`src/rtl/br_pht_updater.sv`:
```
// br_pht_updater: queues resolved branches and applies saturating 2-bit counter updates to a pattern table.
// Optional BR_PHT_SKIP_SAT_EN suppresses the write strobe when a counter is already saturated.
module br_pht_updater #(
    parameter int SET_W  = 4,
    parameter int TAB_W  = 4,
    parameter int DATA_W = 2,
    parameter int QDEPTH = 4
) (
    input  logic              clk,
    input  logic              reset,
    input  logic              res_valid,
    output logic              res_ready,
    input  logic [SET_W-1:0]  res_set,
    input  logic [TAB_W-1:0]  res_tab,
    input  logic              res_taken,
    output logic [SET_W-1:0]  tab_set_addr,
    output logic [TAB_W-1:0]  tab_tab_addr,
    input  logic [DATA_W-1:0] tab_rd_data,
    output logic              tab_wr_en,
    output logic [DATA_W-1:0] tab_up_data,
    output logic              busy
);
    localparam int AW = (QDEPTH > 1) ? $clog2(QDEPTH) : 1;
    localparam int EW = SET_W + TAB_W + 1;
    localparam logic [DATA_W-1:0] MAX = '1;

    typedef enum logic [1:0] {IDLE, READ, WRITE} state_t;

    state_t            state;
    logic [EW-1:0]     mem [QDEPTH];
    logic [AW-1:0]     wr_ptr, rd_ptr;
    logic [AW:0]       count;
    logic              push, pop, full, skip, active;
    logic [SET_W-1:0]  head_set, hold_set;
    logic [TAB_W-1:0]  head_tab, hold_tab;
    logic              head_taken, hold_taken;
    logic [DATA_W-1:0] cur, next;

    assign full      = count == (AW+1)'(QDEPTH);
    assign res_ready = !reset && !full;
    assign push      = res_valid && res_ready;
    // count is registered, so a record pushed this cycle is only visible to IDLE next cycle
    assign pop       = state == IDLE && count != '0;
    assign {head_set, head_tab, head_taken} = mem[rd_ptr];

    always_ff @(posedge clk)
        if (push) mem[wr_ptr] <= {res_set, res_tab, res_taken};

    always_ff @(posedge clk) begin
        if (reset) begin
            wr_ptr <= '0;
            rd_ptr <= '0;
            count  <= '0;
        end else begin
            wr_ptr <= wr_ptr + AW'(push);
            rd_ptr <= rd_ptr + AW'(pop);
            count  <= count + (AW+1)'(push) - (AW+1)'(pop);
        end
    end

    always_ff @(posedge clk) begin
        if (reset) begin
            state      <= IDLE;
            hold_set   <= '0;
            hold_tab   <= '0;
            hold_taken <= 1'b0;
            cur        <= '0;
        end else begin
            state <= (state == IDLE && pop) ? READ : (state == READ) ? WRITE : IDLE;
            if (pop) {hold_set, hold_tab, hold_taken} <= {head_set, head_tab, head_taken};
            if (state == READ) cur <= tab_rd_data;
        end
    end

    assign next = hold_taken ? ((cur == MAX) ? cur : cur + 1'b1)
                             : ((cur == '0) ? cur : cur - 1'b1);

`ifdef BR_PHT_SKIP_SAT_EN
    assign skip = next == cur;
`else
    assign skip = 1'b0;
`endif

    // reset masks the outputs combinationally so an in-flight WRITE never strobes
    assign active       = !reset && state != IDLE;
    assign busy         = active;
    assign tab_set_addr = active ? hold_set : '0;
    assign tab_tab_addr = active ? hold_tab : '0;
    assign tab_wr_en    = active && state == WRITE && !skip;
    assign tab_up_data  = (active && state == WRITE) ? next : '0;
endmodule

```
`config.mk`:
```
export PLATFORM = sky130hd
export DESIGN_NAME = br_pht_updater
export DESIGN_NICKNAME = d
export VERILOG_FILES = /design/src/rtl/br_pht_updater.sv
export SDC_FILE = /design/constraint.sdc
export NUM_CORES = 1
export LEC_CHECK = 0
export ABC_CLOCK_PERIOD_IN_PS = 2200
export CAP_MARGIN = 0
export CELL_PAD_IN_SITES_DETAIL_PLACEMENT = 0
export CELL_PAD_IN_SITES_GLOBAL_PLACEMENT = 1
export CORE_ASPECT_RATIO = 1.25
export CORE_MARGIN = 3
export CORE_UTILIZATION = 41
export DETAILED_ROUTE_END_ITERATION = 7
export PLACE_DENSITY_LB_ADDON = 0.3
export REMOVE_ABC_BUFFERS = 1
export SLEW_MARGIN = 20
export SYNTH_ARGS = -nofsm -noshare
export SYNTH_HDL_FRONTEND = slang
export SYNTH_SLANG_ARGS = --single-unit
```
`constraint.sdc`:
```
create_clock -name clk -period 2.2 [get_ports clk]
set_input_delay 0.33 -clock clk [delete_from_list [all_inputs] [get_ports clk]]
set_output_delay 0.33 -clock clk [all_outputs]
set_load 0.005 [all_outputs]
```
==> impl_results.md, run 1 <==
- I/O Buffers: 26
- Worst hold path cell count: 3
- Mapped Cells: 134
- Area occupied by multi-input gates: 703.2 sq um
- HP Start: reset
- Critical path, cell by cell: clkdlybuf4s50_1 > inv_1 > a211o_1 > ha_1 > inv_1 > ha_1 > fa_2 > xnor2_1 > xnor2_1 > nor2_1
- Worst-Skew Late Latency: 300 ps
- Leading cell types in the layout, fill and taps excluded: edfxtp_1 (36), clkdlybuf4s50_1 (25), dfxtp_1 (16), buf_4 (13)
- Core area: 0.005152 sq mm
- Worst slew margin: 65.52%
- Switch share: 27.28%
- # rows: 29
- Setup TNS: 0 ps
- Worst EP required: 2400 ps
- Initial Util: 42.96%
- Congestion Overflow GR: 0
- Clock transition at path regs: 90 ps
- Register area share after synthesis: 66.93%
- Fin crit share: 96.78%
- Peak supply drop: 0.0005873 V
- Netlist Area Pre-Place: 0.002213 sq mm
- Syn. warnings: 0
- Layout Utilization: 53.96%
- Final wirelength: 3623 um
- Combinational power share: 28.6%
- Area Growth Syn to Fin: 25.61%
- Die W: 71.72 um
- Die Ht: 88.15 um
- Max Used Layer: met4
- Largest net degree at the start of global routing: 18
- M1 WL: 1563 um
- Met3 Wirelength: 160 um
- Crit-path slowest cell: clkdlybuf4s50_1
- Initial antenna violation count: 0
- H-tree Lvls: 2
- CP Max Fanout: 2
- Min Tclk post-route: 2129 ps
- FF-to-FF Start: count[1]
- Nets: 197
- DRT Pass-1 Iters: 2
- First-pass GRT wire length: 5913 um
- P_leak: 0.9894 nW
- Register area: 0.001489 sq mm
- Final Hold Viols: 0
- Antenna cells: 0
- Vias per inst: 5.004
- RD Place Congestion: 0.6790
- Met2 WL: 1833 um
- PD cells: 1049 mW/mm^2
- Hold Path Sink: count[1]
- Vias in the first global route: 1,262
- Avg Cell Area, Syn: 16.52 sq um
- Drt drc: 0
- Setup violators final: 0
- I/O pin cnt: 27
- Filler cell count: 437
- Unrepaired setup endpoints after global routing: no
- CTS root buf: clkbuf_8
- Worst flop-to-flop path endpoint: count[2]
- Reg2reg path depth: 9
- Worst Hold Class: primary input to flip-flop
- DP HPWL: 2541 um
- Arrival time at the worst endpoint: 2330 ps
- Pwr Total: 2.916 mW
- Layout cells sized above 1: 29.05%
- Count of clock tree sinks: 56
- Clk buf depth: 2
- CTS tree: done
- Clock power share: 22.6%
- Worst setup slack after placement: -295.6 ps
- Die area: 0.006321 sq mm
- Total GRT Usage: 12.47%
- Unique masters post-synth: 27
- Reg power frac: 48.7%
- Num CTS Buffers: 5
- Switching pwr: 0.7957 mW
- Routed WL per cell: 15.03 um
- Setup slack after layout: 70.93 ps
- Setup CP Type: primary input to flip-flop
- Commonest non-fill, non-tap cell in the layout: edfxtp_1
- ANT nets after route: 0
- Synthesized flop and latch total: 56
- Slowest stage delay, CP: 460 ps
- Worst Skew: 6.775 ps
- Actual slew at the worst max-slew pin: 513.3 ps
- Critical path launch point type: primary input
- Initial DRC Count: 43
- Via Count: 1,206
- Fmax: 469.7 MHz
- Slew Viols, Final: 0
- Status: completed
- Worst Setup End Kind: flip-flop
- Internal Pwr Total: 2.121 mW
- R2R Setup Slk: 120 ps
- # Max-Cap Violations: 0
-- per-layer routing --
layer	track usage [%]	vias up
met1	15.41	586
met5	0	-
met3	3.444	5
li1	-	591
met4	5.128	0
met2	20.65	24
-- power groups by stage --
stage	sequential, mW	combinational (mW)	clock, mW
3_5_place_dp	1.43	0.809	0
5_1_grt	1.45	0.933	0.725
4_1_cts	1.41	0.814	0.686
2_1_floorplan	1.42	0.542	0
3_3_place_gp	1.42	0.776	0
6_report	1.42	0.835	0.660
-- worst max path at each step --
stage | from | end | slack (ps) | cells after the start
finish | res_valid | count[2] | 70 | 10
global route | res_valid | count[2] | 10 | 10
floorplan | count[1] | count[2] | 90 | 9
CTS | reset | tab_up_data[1] | 10 | 5
detailed placement | res_valid | count[2] | -300 | 10
global placement | res_valid | count[2] | -200 | 10
-- sequential cells by signal, summed over array words and instances (netlist names) --
name        count
hold_set        4
mem            36
hold_tab        4
hold_taken      1
count           3
wr_ptr          2
cur             2
rd_ptr          2
state           2
-- worst max-delay path, delay by kind of cell --
| family | cells | cell delay (ps) |
|---|---|---|
| xor gates and xnor gates | 2 | 330 |
| adders and majority gates | 3 | 810 |
| AOI/OAI and AO/OA | 1 | 290 |
| buffers and inverters | 3 | 540 |
| and+or+nand+nor | 1 | 50 |
-- cell type report --
class / count / share of cell area, %
clock buffers: 6 / 2.610
flip-flops and latches: 56 / 53.56
repair buffers: 41 / 13.55
clock inverters: 2 / 1.395
inverters: 6 / 0.8101
well taps: 62 / 2.790
multi-input cells: 68 / 25.29
-- cells by family after synthesis --
kind of cell / Yosys count / share of synthesized area, %
xor gates and xnor gates: 4 / 1.583
AOI/OAI and AO/OA: 14 / 5.879
and+or+nand+nor: 33 / 9.214
DFF: 56 / 66.93
muxes: 11 / 10.06
adders and majority gates: 6 / 3.618
buffers and inverters: 10 / 2.713
-- what timing repair did --
item / in CTS / in global routing
endpoints found under the setup margin: 5 / 11
gates resized for setup: 5 / 12
hold buffers: 0 / 0
setup buffers: 0 / 3
gates cloned: 0 / 1
pin swaps: 0 / 1
-- Yosys cell counts, drive strengths merged --
library cell | count | area (sq um)
edfxtp | 36 | 1081
dfxtp | 20 | 400.4
a22o | 9 | 87.59
and2 | 9 | 56.30
mux4 | 9 | 202.7
nor2 | 8 | 30.03
inv | 6 | 22.52
nor2b | 6 | 37.54
ha | 4 | 50.05
xnor2 | 4 | 35.03
buf | 3 | 33.78
nor3 | 3 | 15.01
nor3b | 3 | 22.52
a21oi | 2 | 21.27
mux2i | 2 | 20.02
a211o | 1 | 8.760
a21boi | 1 | 7.510
and3 | 1 | 6.260
clkbuf | 1 | 3.750
fa | 1 | 20.02
maj3 | 1 | 10.01
nand2 | 1 | 3.750
nor4 | 1 | 21.27
o21ai | 1 | 5.000
or3 | 1 | 11.26
-- metrics by stage --
step | cells | cell area [sq um] | hold slack, ps
final | 241 | 2780 | 404.0
after floorplan | 130 | 2176 | 401.6
after CTS | 237 | 2721 | 483.2
after global routing | 241 | 2780 | 403.5
after detailed placement | 229 | 2596 | 460.6
after global placement | 229 | 2596 | 460.3
(Power assumes the default switching activity.)
==> run 2: changes to the inputs <==
Settings changed: SETUP_SLACK_MARGIN set to 0.3.
==> run 2 against run 1 <==
Against the previous run:
- sequential power is essentially flat
- register-to-register slack gained 90 ps
- wire length grew 6.8%
- count of clock-buffer cells in the layout is the same
- sequential share of layout area shrank 2.3 points
- clock skew is essentially flat
- fmax grew 7.2%
- combinational power grew 20%
- critical path depth shrank 1
- critical path type is now flip-flop to flip-flop
==> impl_results.md, run 2 (synthesis results as in run 1) <==
- I/O Buffers: 26 (unchanged)
- Critical Path Start: count[1]
- Area Growth Syn to Fin: 32.17%
- Worst Skew: 6.373 ps (-0.4018 ps)
- ANT nets after route: 0 (unchanged)
- Num CTS Buffers: 5 (unchanged)
- Met2 Use GR: 23.24% (+2.6 points)
- Fmax: 503.3 MHz (+7.2%)
- Die W: 71.72 um (unchanged)
- Worst Hold Class: flip-flop to flip-flop
- PD cells: 1063 mW/mm^2 (+1.4%)
- Max reg flops: 36 (unchanged)
- Worst flop-to-flop path endpoint: count[2]
- Largest net degree at the start of global routing: 18 (unchanged)
- Pwr Total: 3.110 mW (+6.7%)
- Crit-path slowest cell: dfxtp_4
- P_leak: 1.112 nW (+12%)
- Internal Pwr Total: 2.242 mW (+5.7%)
- Status: completed
- Clk buf depth: 2 (unchanged)
- Critical path, cell by cell: nor2_4 > a211o_1 > ha_1 > inv_1 > ha_2 > fa_2 > xnor2_2 > xnor2_1 > nor2_1
- Reg2reg path depth: 9 (unchanged)
- Initial antenna violation count: 0 (unchanged)
- Peak supply drop: 0.0005862 V (-0.19%)
- Leading cell types in the layout, fill and taps excluded: edfxtp_1 (36), buf_4 (21), dfxtp_1 (13), clkdlybuf4s50_1 (13)
- Met3 Use GR: 3.444% (unchanged)
- Switching pwr: 0.8685 mW (+9.1%)
- Slew Viols, Final: 0 (unchanged)
- GRT busiest layer: met2
- Die area: 0.006321 sq mm (unchanged)
- Initial DRC Count: 48 (+12%)
- Core area: 0.005152 sq mm (unchanged)
- Reg with most FFs: mem
- RD Place Congestion: 0.6790 (unchanged)
- Total GRT Usage: 13.56% (+1.1 points)
- Layout Utilization: 56.78% (+2.8 points)
- H-tree Lvls: 2 (unchanged)
- CTS tree: done
- Delay-heaviest family, CP: adder cells
- Drt drc: 0 (unchanged)
- Routed WL per cell: 15.42 um (+2.6%)
- Setup CP Type: flip-flop to flip-flop
- Min Tclk post-route: 1987 ps (-142.1 ps)
- Layout cells sized above 1: 35.98% (+6.9 points)
- # Max-Cap Violations: 0 (unchanged)
- # hold bufs at CTS: 0 (unchanged)
- Worst hold path cell count: 1 (-2)
- Setup crit end: count[2]
- Antenna cells: 0 (unchanged)
- Clock power share: 21.2% (-1.4 points)
- Worst slew margin: 64.90% (-0.62 points)
- Setup TNS: 0 ps (unchanged)
- Congestion Overflow GR: 0 (unchanged)
- Commonest non-fill, non-tap cell in the layout: edfxtp_1
- Critical path launch point type: flip-flop
- CTS root buf: clkbuf_8
- Worst EP required: 2400 ps (about the same)
- Top flop regs: mem: 36 flops, hold_set: 4 flops, hold_tab: 4 flops
- Setup slack after layout: 213.0 ps (+142.1 ps)
- Worst Setup End Kind: flip-flop
- Register area: 0.001500 sq mm (+0.76%)
- Count of clock tree sinks: 56 (unchanged)
- Initial Util: 42.96% (unchanged)
- Nets: 207 (+5.1%)
- Buf+Inv Stages, Crit Path: 1 (-2)
- Met1 Track Usage GR: 16.45% (+1.0 points)
- Vias per inst: 4.960 (-0.88%)
- Hold_ws: 481.6 ps (+77.55 ps)
- Via Count: 1,245 (+3.2%)
- Area occupied by multi-input gates: 744.5 sq um (+5.9%)
- Fin crit share: 90.32% (-6.5 points)
- Clock transition at path regs: 90 ps (about the same)
- Setup violators final: 0 (unchanged)
- Final Hold Viols: 0 (unchanged)
- Arrival time at the worst endpoint: 2190 ps (-140 ps)
- # rows: 29 (unchanged)
- Critical path depth in cells: 9 (-1)
- I/O pin cnt: 27 (unchanged)
- DP HPWL: 2541 um (unchanged)
- DRT Pass-1 Iters: 4 (+2)
- Worst setup slack after placement: -295.6 ps (unchanged)
- Actual slew at the worst max-slew pin: 522.6 ps (+9.217 ps)
- Final wirelength: 3871 um (+6.8%)
- Combinational power share: 32.2% (+3.6 points)
- Filler cell count: 416 (-4.8%)
- Switch share: 27.92% (+0.64 points)
- FF-to-FF Start: count[1]
- CP Max Fanout: 4 (+2)
- Unrepaired setup endpoints after global routing: yes
- Die Ht: 88.15 um (unchanged)
- Vias in the first global route: 1,341 (+6.3%)
- Reg power frac: 46.6% (-2.1 points)
- Slowest stage delay, CP: 400 ps (-60 ps)
- First-pass GRT wire length: 6430 um (+8.7%)
- Worst-Skew Late Latency: 300 ps (about the same)
- R2R Setup Slk: 210 ps (+90 ps)
run 2: cell types whose count changed in the layout (fill, tap and decap cells not counted), sizes merged:
cell / previous run / this run
dlymetal6s2s: 1 / 2
dlygate4sd2: 0 / 6
buf: 15 / 25
clkdlybuf4s50: 25 / 13
clkdlybuf4s15: 0 / 5
run 2: what timing repair did:
| action | CTS | global route |
|---|---|---|
| buffers inserted | 9 | 4 |
| hold endpoints to repair | 0 | 0 |
| resized for setup | 40 | 10 |
| pin swaps | 9 | 10 |
| setup endpoints to repair | 15 | 9 |
| cloned | 1 | 0 |
run 2: how the worst min path moves through the flow:
stage,from,endpoint
floorplan,reset,count[0]
CTS,hold_tab[0],hold_tab[0]
global route,hold_set[0],hold_set[0]
finish,hold_tab[0],hold_tab[0]
detailed placement,hold_tab[0],hold_tab[0]
global placement,hold_set[0],hold_set[0]
run 2: metrics by stage:
step	std cells	cell area, sq um
finish	251	2925
global route	251	2925
global placement	229	2596
floorplan	130	2176
detailed placement	229	2596
CTS	247	2858
run 2: power groups by stage:
stage | Combinational, mW | Clock [mW] | Sequential [mW]
6_report | 1.00 | 0.660 | 1.45
5_1_grt | 1.10 | 0.725 | 1.48
4_1_cts | 0.952 | 0.686 | 1.44
3_5_place_dp | 0.809 | 0 | 1.43
3_3_place_gp | 0.776 | 0 | 1.42
2_1_floorplan | 0.542 | 0 | 1.42
run 2: final cells by class:
class,count,share of cell area (%)
sequential,56,51.28
clock inverter,2,1.326
timing repair buffer,51,16.04
tap,62,2.652
inverter,6,0.7699
multi-input combinational,68,25.45
clock buffer,6,2.481
run 2: routing by layer:
layer	vias to the layer above	wire, um	share of wire, %
met5	-	0	0
met4	0	65	1.7
met3	5	158	4.1
met2	24	2008	52
met1	607	1637	42
li1	609	-	-
==> run 3: changes to the inputs <==
Settings changed: CORE_MARGIN 3 to not set.
==> run 3 against run 2 <==
Against the previous run:
- critical path depth unchanged
- clock skew is 5.5 ps higher
- combinational power about the same
- setup slack got worse by 48 ps
- power fell by 3.8%
- register-to-register slack lost 50 ps
- design area fell by 2.1%
- cell count shrank 0.80%
- sequential share of layout area is 1.1 points higher
- global-route usage is 1.8 points higher
- clock power down 13%
- critical path type unchanged
==> impl_results.md, run 3 (synthesis results as in run 1) <==
- FF-to-FF Start: count[0]
- Status: completed
- Core area: 0.005152 sq mm (unchanged)
- Worst slew margin: 64.32% (-0.58 points)
- Setup violators final: 0 (unchanged)
- # rows: 29 (unchanged)
- Via Count: 1,249 (+0.32%)
- Die Ht: 84.15 um (-4.5%)
- Min Tclk post-route: 2035 ps (+47.74 ps)
- Final wirelength: 3894 um (+0.59%)
- H-tree Lvls: 2 (unchanged)
- I/O Buffers: 26 (unchanged)
- Worst EP required: 2420 ps (+20 ps)
- # hold bufs at CTS: 0 (unchanged)
- First-pass GRT wire length: 6223 um (-3.2%)
- Delay-heaviest family, CP: adder cells
- Die W: 67.72 um (-5.6%)
- Worst flop-to-flop path endpoint: count[2]
- Num CTS Buffers: 5 (unchanged)
- Arrival time at the worst endpoint: 2250 ps (+60 ps)
- Clk buf depth: 2 (unchanged)
- ANT nets after route: 0 (unchanged)
- Max reg flops: 36 (unchanged)
- Critical Path Start: count[0]
- Worst-Skew Late Latency: 320 ps (+20 ps)
- PD cells: 1045 mW/mm^2 (-1.7%)
- Die area: 0.005698 sq mm (-9.9%)
- Worst Setup End Kind: flip-flop
- Setup crit end: count[2]
- Reg with most FFs: mem
- Fin crit share: 92.49% (+2.2 points)
- Buf+Inv Stages, Crit Path: 1 (unchanged)
- Final Hold Viols: 0 (unchanged)
- Setup CP Type: flip-flop to flip-flop
- Vias in the first global route: 1,327 (-1.0%)
- Critical path depth in cells: 9 (unchanged)
- Pwr Total: 2.993 mW (-3.8%)
- Largest net degree at the start of global routing: 19 (+1)
- Peak supply drop: 0.0004555 V (-22%)
- CTS root buf: clkbuf_8
- Total GRT Usage: 15.38% (+1.8 points)
- CTS tree: done
- Initial Util: 42.96% (unchanged)
- Unrepaired setup endpoints after global routing: yes
- Worst Hold Class: flip-flop to flip-flop
- Vias per inst: 5.016 (+1.1%)
- Setup TNS: 0 ps (unchanged)
- Filler cell count: 431 (+3.6%)
- Worst setup slack after placement: -341.3 ps (-45.67 ps)
- Actual slew at the worst max-slew pin: 531.2 ps (+8.636 ps)
- R2R Setup Slk: 170 ps (-50 ps)
- Worst Skew: 11.91 ps (+5.537 ps)
- Reg2reg path depth: 9 (unchanged)
- Routed WL per cell: 15.64 um (+1.4%)
- Antenna cells: 0 (unchanged)
- Top flop regs: mem: 36 flops, hold_set: 4 flops, hold_tab: 4 flops
- Layout Utilization: 55.59% (-1.2 points)
- # Max-Cap Violations: 0 (unchanged)
- Setup slack after layout: 165.3 ps (-47.74 ps)
- Slew Viols, Final: 0 (unchanged)
- DP HPWL: 2634 um (+3.7%)
- Drt drc: 0 (unchanged)
- Clock transition at path regs: 100 ps (about the same)
- DRT Pass-1 Iters: 5 (+1)
- Layout cells sized above 1: 35.29% (-0.68 points)
- Critical path launch point type: flip-flop
- Commonest non-fill, non-tap cell in the layout: edfxtp_1
- RD Place Congestion: 0.6459 (-4.9%)
- CP Max Fanout: 4 (unchanged)
- I/O pin cnt: 27 (unchanged)
- Area Growth Syn to Fin: 29.40%
- Crit-path slowest cell: dfxtp_4
- Count of clock tree sinks: 56 (unchanged)
- Initial antenna violation count: 0 (unchanged)
- Leading cell types in the layout, fill and taps excluded: edfxtp_1 (36), buf_4 (20), dfxtp_1 (14), clkdlybuf4s50_1 (13)
- Congestion Overflow GR: 0 (unchanged)
- Nets: 205 (-0.97%)
- P_leak: 1.084 nW (-2.5%)
- Slowest stage delay, CP: 400 ps (about the same)
- Fmax: 491.5 MHz (-2.3%)
- Initial DRC Count: 40 (-17%)
- Critical path, cell by cell: nor2_2 > a211o_1 > ha_1 > inv_1 > ha_2 > fa_2 > xnor2_2 > xnor2_1 > nor2_1
## run 3: worst reg2reg max path, cell delays in order, from the launching register on
cell,delay [ps]
dfxtp_4,400
nor2_2,50
a211o_1,260
ha_1,290
inv_1,50
ha_2,170
fa_2,350
xnor2_2,150
xnor2_1,170
nor2_1,60
## run 3: how the worst min path moves through the flow
stage | from | endpoint | slack (ps) | cells past startpoint
5_1_grt | hold_tab[1] | hold_tab[1] | 510 | 1
3_5_place_dp | hold_tab[0] | hold_tab[0] | 460 | 1
6_report | hold_tab[0] | hold_tab[0] | 480 | 1
3_3_place_gp | hold_tab[0] | hold_tab[0] | 450 | 1
4_1_cts | hold_tab[0] | hold_tab[0] | 480 | 1
2_1_floorplan | reset | count[0] | 400 | 1
## run 3: through the flow
stage | cell area, sq um | cells | hold slack (ps)
floorplan | 2176 | 130 | 401.6
global placement | 2604 | 230 | 451.0
detailed placement | 2604 | 230 | 460.8
CTS | 2829 | 247 | 483.8
global route | 2864 | 249 | 508.2
finish | 2864 | 249 | 481.4
## run 3: power breakdown
group          switching [mW]  internal [mW]
Clock                   0.343          0.229
Combinational           0.398          0.583
Sequential              0.144           1.30
Total                   0.885           2.11
## run 3: area by class of cell
type | count | area, sq um | area share [%]
clock buffer | 5 | 68.82 | 2.403
clock inverter | 3 | 22.52 | 0.7864
inverter | 6 | 22.52 | 0.7864
multi-input combinational | 68 | 733.2 | 25.60
sequential | 56 | 1499 | 52.34
tap | 62 | 77.57 | 2.709
timing repair buffer | 49 | 440.4 | 15.38
## run 3: routing by layer
layer	track usage, %	part of all wire (%)	up-vias
met5	0	0	-
met4	5.803	2.0	0
met3	4.755	2.9	8
met2	27.45	56	27
met1	16.24	39	608
li1	-	-	606
## run 3: timing repair
| item | 4_1_cts | 5_1_grt |
|---|---|---|
| cloned | 1 | 0 |
| buffers inserted | 8 | 2 |
| hold endpoints to repair | 0 | 0 |
| gates resized for setup | 37 | 9 |
| setup endpoints to repair | 15 | 8 |
| pin swaps | 10 | 7 |
==> RTL edit 1, RTL diff (config.mk and constraints of run 1) <==
Encoding of `state_t`: now one-hot (3 bits for 3 states).
--- a/src/rtl/br_pht_updater.sv
+++ b/src/rtl/br_pht_updater.sv
@@ -24,7 +24,7 @@
     localparam int EW = SET_W + TAB_W + 1;
     localparam logic [DATA_W-1:0] MAX = '1;
 
-    typedef enum logic [1:0] {IDLE, READ, WRITE} state_t;
+    typedef enum logic [2:0] {IDLE = 3'b001, READ = 3'b010, WRITE = 3'b100} state_t;
 
     state_t            state;
     logic [EW-1:0]     mem [QDEPTH];
Function: no difference found for any inputs over 10 cycles, from zero or initial values and one cycle with reset high; not proved beyond that.
==> RTL edit 1 against run 1 <==
Sequential cell count increased by 1; synthesized cell count increased by 17%; setup slack got worse by 0.042 ns; critical path type is now reg2reg; wire length increased by 18%; power increased by 20%; clock skew about the same; via count increased by 19%; first-iteration DRC count increased by 70%; area after synthesis increased by 3.7%; register-to-register slack got worse by 0.09 ns; cell area increased by 9.7%.
==> RTL edit 1: results (changes against run 1) <==
[global_route]
grt_pass1_vias=1477  ; +17%
grt_pass1_wl_microns=7100  ; +20%
grtUsageTotal_pct=15.3  ; +2.9 points
grt_max_degree=24  ; +6

[place]
post_dp_cell_area_sq_um=2740  ; +5.7%
gp_congestion=0.809  ; +19%
dp_hpwl_microns=2980  ; +17%
dp_slack_ns=-0.427  ; -0.132 ns
port_buffers=26  ; unchanged
placed_cells=256  ; +12%

[clock_network]
clk_latency_ns=0.33  ; +0.03 ns
cts_buffers=9  ; +4
clkSlewWorstSetupHoldPaths_ns=0.06  ; -0.03 ns
cts_buffer_depth=2  ; unchanged
cts_max_level=3  ; +1
root_buffer=clkbuf_8

[pwr]
ir_drop_mv=0.493  ; -16%
pwr-share-seq_pct=40.4  ; -8.3 points
clock_power_share_pct=25.3  ; +2.7 points
pg_comb_mw=1.20  ; +44%
power.internal_mw=2.47  ; +16%
leakagePower_nw=1.16  ; +17%

[logic_synthesis]
syn_inst=157  ; +17%
ys_types=32  ; +19%
synthTopCellsByArea=edfxtp_1 47%, dfxtp_1 18%, mux4_2 8.8%
yosys-top-cells-count=36 x edfxtp_1, 21 x dfxtp_1, 10 x o21ai_0
async_flop_share_pct=0  ; unchanged
ys_seq_area_share_pct=65.4  ; -1.5 points

[routing]
vias=1436  ; +19%
post_drt_wl_per_cell_microns=15.5  ; +2.8%
first_pass_iters=4  ; +2
via_per_inst=5.20  ; +4.0%
drtIter0Drc=73  ; +70%

[sta]
relSlewSlack_pct=62.4  ; -3.1 points
fin_skew_ns=0.00638  ; -0.000397 ns

[worst_setup_path]
slowest_delay_ns=0.39  ; -0.07 ns
path_max_fanout=3  ; +1
startpoint=count[2]
cp.arrival_ns=2.39  ; +0.06 ns
r2r_start=count[2]
cp_slowest_cell=or3b_4

[min_path]
worstHoldPathType=reg2reg
hold_start=hold_set[0]

[cells_and_area]
fillers=421  ; -3.7%
layout.area.seq_sq_um=1510  ; +1.3%
nets=228  ; +16%
drive_above_1_share_pct=28.0  ; -1.0 points

[outcome]
status=complete, no violations

RTL edit 1: cell types whose count changed after synthesis, sizes merged, moves of 7 or more:
cell   change
a21oi      +7
o21ai      +9
nand3      +9
a22o       -9
RTL edit 1: path summary, 6_finish.rpt:
kind	end	slack (ns)	depth (start not counted)
worst min-delay path	hold_set[0]	0.47	2
worst max register to register	count[2]	0.03	9
worst min register to register	hold_set[0]	0.47	2
worst max-delay path	count[2]	0.03	9
RTL edit 1: cell families after synthesis:
group	Yosys count	share of synthesized area, %
adder cells (fa/ha/maj)	6	3.49
AND/OR/NAND/NOR	45	12.3
flip-flops	57	65.4
AO/OA/AOI/OAI	21	4.80
XOR/XNOR	4	1.53
multiplexers	11	9.71
buffers and inverters	13	2.78
RTL edit 1: worst min-delay path, cell delays in order (launching register included):
cell     delay [ns]
dfxtp_1        0.30
o21ai_0        0.06
a21oi_1        0.06
RTL edit 1: area by class of cell:
type                    instances  share of cell area, %
multi-input cells              87                   26.1
flip-flops and latches         57                   49.4
clock inverters                 5                   1.52
repair buffers                 49                   15.4
well taps                      62                   2.54
clock buffers                  11                   4.31
inverters                       5                  0.657
RTL edit 1: timing repair:
action,CTS,global route
resized for setup,16,14
gates cloned,1,0
setup endpoints to repair,13,5
buffers inserted,3,0
pin swaps,5,6
RTL edit 1: metal layers:
metal | global-route usage (%) | vias up | part of all wire, %
met5 | 0 | - | 0
met3 | 3.12 | 10 | 4.6
met1 | 16.7 | 701 | 39
met4 | 10.6 | 0 | 2.3
met2 | 26.8 | 33 | 54
li1 | - | 692 | -
==> RTL edit 2, RTL diff (settings of run 1) <==
Without the edit above. The parameter `SET_W` goes from 4 to 6.
--- a/src/rtl/br_pht_updater.sv
+++ b/src/rtl/br_pht_updater.sv
@@ -1,7 +1,7 @@
 // br_pht_updater: queues resolved branches and applies saturating 2-bit counter updates to a pattern table.
 // Optional BR_PHT_SKIP_SAT_EN suppresses the write strobe when a counter is already saturated.
 module br_pht_updater #(
-    parameter int SET_W  = 4,
+    parameter int SET_W  = 6,
     parameter int TAB_W  = 4,
     parameter int DATA_W = 2,
     parameter int QDEPTH = 4
Ports: changed (resized res_set and tab_set_addr); port bits go from 27 to 31. No check against the original RTL was run, so the function may have changed too.
==> RTL edit 2 against run 1 <==
Sequential cell count rose by 10; area after synthesis grew 15%; global-route usage is 1.4 points higher; power increased by 19%; setup slack worse by 0.0075 ns; fmax down 0.35%; first-iteration DRC count grew 74%; non-clock buffer count rose by 9; combinational power up 18%; cell area grew 20%; wire length is 28% higher; largest power group unchanged.
==> RTL edit 2: results (changes against run 1) <==
[outcome]
status=complete, no violations

[min_path]
hold_start=hold_tab[2]
hold_path_depth=1  ; -2

[clock_network]
clkSlewWorstSetupHoldPaths_ns=0.06  ; -0.03 ns

[sta]
fin_skew_ns=0.00679  ; +0.0000122 ns
hold_slack_ns=0.474  ; +0.0700 ns

[global_route]
grt_pass1_wl_microns=7310  ; +24%
grt_max_degree=16  ; -2

[worst_setup_path]
slowest_delay_ns=0.43  ; -0.03 ns
cp.arrival_ns=2.35  ; +0.02 ns

[cells_and_area]
reg_top3=mem (44), hold_set (6), hold_tab (4)
drive_above_1_share_pct=27.5  ; -1.6 points
nonClockInverterCount=5  ; -1
buffer_area_share_pct=14.3  ; +0.72 points

[floorplan]
die_w_microns=76.4  ; +6.6%

[logic_synthesis]
synth_compound_area_share_pct=4.63  ; -1.3 points
synthTopCellsByArea=edfxtp_1 52%, dfxtp_1 17%, mux4_2 8.9%
ys_seq_area_share_pct=69.3  ; +2.4 points

[place]
placed_cells=268  ; +17%
post_dp_cell_area_sq_um=3000  ; +16%

[routing]
drt-total-wl_microns=4640  ; +28%
post_drt_wl_per_cell_microns=15.8  ; +5.3%
via_per_inst=4.84  ; -3.2%
first_pass_iters=3  ; +1

[pwr]
leakagePower_nw=1.20  ; +21%

## RTL edit 2: cell count changes after synthesis, moves of 2 or more
| cell | before | now |
|---|---|---|
| a22o_1 | 2 | 11 |
| buf_6 | 3 | 1 |
| and2_1 | 9 | 11 |
| dfxtp_1 | 20 | 22 |
| buf_2 | 0 | 2 |
| a22o_2 | 7 | 0 |
| edfxtp_1 | 36 | 44 |
| buf_4 | 0 | 2 |
## RTL edit 2: power groups by stage
stage | clock, mW | sequential, mW | combinational (mW)
after floorplan | 0 | 1.66 | 0.544
after global placement | 0 | 1.66 | 0.830
after detailed placement | 0 | 1.67 | 0.857
after CTS | 0.833 | 1.64 | 0.910
after global routing | 0.887 | 1.70 | 1.11
final | 0.809 | 1.67 | 0.988
## RTL edit 2: metal layers
layer / GRT usage [%] / vias up / wire [microns]
li1: - / 685 / -
met1: 15.0 / 705 / 1890
met2: 24.5 / 25 / 2520
met3: 4.41 / 4 / 185
met4: 6.80 / 0 / 41
met5: 0 / - / 0
